File: config.mk
export PLATFORM = sky130hd
export DESIGN_NAME = encoder_83
export DESIGN_NICKNAME = d
export VERILOG_FILES = /design/src/rtl/encoder_83.sv
export SDC_FILE = /design/constraint.sdc
export NUM_CORES = 1
export LEC_CHECK = 0
export ABC_AREA = 1
export CAP_MARGIN = 15
export CORE_AREA = 3 3 40 42
export CTS_CLUSTER_SIZE = 25
export DETAILED_ROUTE_END_ITERATION = 12
export DIE_AREA = 0 0 43 45
export PLACE_DENSITY = 0.48
export SLEW_MARGIN = 0
export SYNTH_ARGS = -nofsm -noshare
export SYNTH_HDL_FRONTEND = slang
export SYNTH_SLANG_ARGS = --single-unit
File: constraint.sdc
create_clock -name clk -period 0.8 [get_ports clk]
set_input_delay 0.16 -clock clk [delete_from_list [all_inputs] [get_ports clk]]
set_output_delay 0.16 -clock clk [all_outputs]
set_load 0.05 [all_outputs]
File: src/rtl/encoder_83.sv
// rtl/encoder_83.sv - registered 8-to-3 priority encoder with enable, valid and optional multi-request flag (ENCODER_83_MULTI_DET_EN)
module encoder_83 (
    input  logic clk,
    input  logic rst,
    input  logic en,
    input  logic in7,
    input  logic in6,
    input  logic in5,
    input  logic in4,
    input  logic in3,
    input  logic in2,
    input  logic in1,
    input  logic in0,
    output logic Q2,
    output logic Q1,
    output logic Q0,
`ifdef ENCODER_83_MULTI_DET_EN
    output logic V,
    output logic M
`else
    output logic V
`endif
);

    logic [7:0] req;
    logic [2:0] idx_d, idx_q;
    logic       vld_d, vld_q;

    assign req = {in7, in6, in5, in4, in3, in2, in1, in0};

    // Priority encode: in7 wins; gated requests and an empty vector both give index 0, not valid.
    always_comb begin
        idx_d = 3'd0;
        vld_d = 1'b0;
        if (en) begin
            vld_d = |req;
            casez (req)
                8'b1???????: idx_d = 3'd7;
                8'b01??????: idx_d = 3'd6;
                8'b001?????: idx_d = 3'd5;
                8'b0001????: idx_d = 3'd4;
                8'b00001???: idx_d = 3'd3;
                8'b000001??: idx_d = 3'd2;
                8'b0000001?: idx_d = 3'd1;
                default:     idx_d = 3'd0;
            endcase
        end
    end

    // Output registers; reset overrides enable and inputs.
    always_ff @(posedge clk) begin
        if (rst) begin
            idx_q <= 3'd0;
            vld_q <= 1'b0;
        end else begin
            idx_q <= idx_d;
            vld_q <= vld_d;
        end
    end

    assign Q2 = idx_q[2];
    assign Q1 = idx_q[1];
    assign Q0 = idx_q[0];
    assign V  = vld_q;

`ifdef ENCODER_83_MULTI_DET_EN
    logic multi_d, multi_q;

    // Clearing the lowest set bit leaves something only when two or more requests are set.
    always_comb begin
        multi_d = 1'b0;
        if (en) begin
            multi_d = |(req & (req - 8'd1));
        end
    end

    // Multi-request flag register, same reset and timing as the index.
    always_ff @(posedge clk) begin
        if (rst) begin
            multi_q <= 1'b0;
        end else begin
            multi_q <= multi_d;
        end
    end

    assign M = multi_q;
`endif

endmodule

==> flow_summary.json <==
{
  "status": "finished, violations left",
  "violations": "negative setup slack",
  "critical_path_buf_inv_count": 1,
  "power_frac_comb": 0.269,
  "finalWorstPathRequiredPeriod_ps": 852,
  "synth-seq-area-share": 0.403,
  "cts-buffers-inserted": 3,
  "irDropWorstVdd_v": 0.000354,
  "hold_path_class": "input pin to flop",
  "period_share": 1.06,
  "crit_type": "flop to output pin",
  "drt_iter0_drc": 1,
  "power.net_switching_uw": 168,
  "critPathMaxStageDelay_ps": 330,
  "synth_area_per_cell_um2": 6.63,
  "finalSetupViolCount": 4,
  "overflow": 0,
  "ys_top_cells_by_area": "dfxtp_1 40%, inv_1 17%, nor2_1 9.4%",
  "total_power_uw": 639,
  "cp-start-kind": "flop",
  "path_cells": "buf_12",
  "crit_family": "flip-flops",
  "viasPerCell": 3.68,
  "syn-num-nets": 41,
  "rsz0062_at_grt": "true",
  "io_buffer_count": 14,
  "cts_max_level": 1,
  "arrival_ps": 690,
  "wire_per_inst_um": 6.87,
  "cts-root-buf": "clkbuf_4",
  "p_sw_frac": 0.263,
  "rows": 13,
  "syn_area_um2": 199,
  "final_critical_path_setup_slack_ps": -51.8,
  "postSynthCellCount": 30,
  "internal_power_uw": 471,
  "antenna_found_initial": 0,
  "place_congestion": 0.646,
  "clock-sinks": 4,
  "core-area_mm2": 0.00128,
  "dr.pass1.iters": 2,
  "dp_hpwl_um": 356,
  "detail-route-antenna-nets": 0,
  "crit_slowest_cell": "dfxtp_2",
  "yosys.area.top_type": "dfxtp_1",
  "slew_violations": 0,
  "grt_pass1_wl_um": 745,
  "die_w_um": 43,
  "pwr-share-clk": 0.382,
  "routed_wl_um": 426,
  "tightest_slew_ps": 156,
  "initial_core_util": 0.155,
  "multiInputGateArea_um2": 98.8,
  "end_kind": "output pin",
  "die_area_mm2": 0.00194,
  "post-route-drc-count": 0,
  "cts_tree": "built",
  "finalHoldViolations": 0,
  "grt_pass1_vias": 225,
  "drive_above_1_share": 0.404,
  "cts_setup_buffers": 0,
  "clk_path_buf_depth": 2,
  "fmax_mhz": 1170,
  "yosysTopAreaCellShare": 0.403,
  "layout.nets": 60,
  "place_area_um2": 398,
  "p_seq_frac": 0.349,
  "grt_util_all_layers": 0.0549,
  "ys_ff_latch": 4,
  "leakagePower_uw": 0.000213,
  "synth_cell_types": 9,
  "critPathRequiredTime_ps": 640,
  "io_pins": 15,
  "syn_to_final_growth_pct": 118,
  "place_ws_ps": -346,
  "cts.clk_slew.worst_paths_ps": 40,
  "powerDensity_mw_per_mm2": 1470,
  "vias": 228,
  "slew_headroom": 0.895,
  "antenna_cells": 0,
  "fin_area_um2": 434,
  "synth-warning-count": 0,
  "die_h_um": 45,
  "nFillCells": 140,
  "grt_max_degree": 4,
  "cap_violations": 0,
  "path_max_fanout": 1,
  "regArea_um2": 85.1
}
-- repair_timing --
item | CTS | global route
gates resized for setup | 11 | 5
pin swaps | 2 | 2
gates cloned | 0 | 0
endpoints found under the setup margin | 8 | 8
hold buffers | 0 | 0
-- layout make-up --
cell class	instances	share of cell area
Sequential cell	4	0.196
Tap cell	15	0.0432
Timing Repair Buffer	14	0.403
Inverter	9	0.0778
Multi-Input combinational cell	17	0.228
Clock buffer	3	0.0519
-- per-layer routing --
metal,vias to the layer above,wire length [um],track usage
met5,-,0,0
met4,0,0,0.0723
met3,0,36,0.0120
met2,11,232,0.0808
met1,93,157,0.0576
li1,124,-,-
-- final timing paths --
| check | from | to | slack, ps | cells after the start |
|---|---|---|---|---|
| setup / recovery | idx_q[0] | Q0 | -50 | 1 |
| hold / removal | in2 | idx_q[1] | 310 | 5 |
-- flip-flops by register name, summed over array words and instances, names as in the netlist --
name and cells:
V 1, idx_q 3
-- synthesized netlist by cell type (all sizes together) --
master / number
inv: 9
nor2: 8
dfxtp: 4
a21oi: 3
nand3: 3
nand2: 2
nor3: 1
-- placed cells by master (no fill, tap or decap) --
cell             netlist  layout
dlygate4sd2_1          0       6
clkbuf_4               0       3
dlymetal6s2s_1         0       1
nand2_2                0       1
nor2_2                 2       3
nor2_1                 5       4
inv_2                  0       1
buf_12                 0       4
nand2_1                2       1
a21oi_1                3       2
inv_1                  9       8
nor3_2                 0       1
nor2_4                 1       1
nand3_1                3       3
a21oi_2                0       1
clkdlybuf4s50_1        0       3
dfxtp_2                0       4
-- cells by family after synthesis --
group                  synth area share
AOI/OAI and AO/OA                0.0754
buffers and inverters             0.170
DFF                               0.403
and+or+nand+nor                   0.352
-- metrics by stage --
stage	hold slack, ps	TNS, ps	utilization	cells
CTS	357	-243	0.329	62
finish	313	-198	0.338	62
global placement	608	-1230	0.310	59
detailed placement	609	-1260	0.310	59
global route	348	-292	0.338	62
floorplan	318	0	-	30
-- power groups by stage --
stage          clock (uW)  combinational [uW]  sequential [uW]
2_1_floorplan           0                33.5              257
3_3_place_gp            0                 178              224
3_5_place_dp            0                 178              224
4_1_cts               257                 170              223
5_1_grt               273                 185              223
6_report              244                 172              223
No activity file was read; power rests on OpenSTA's default activity.
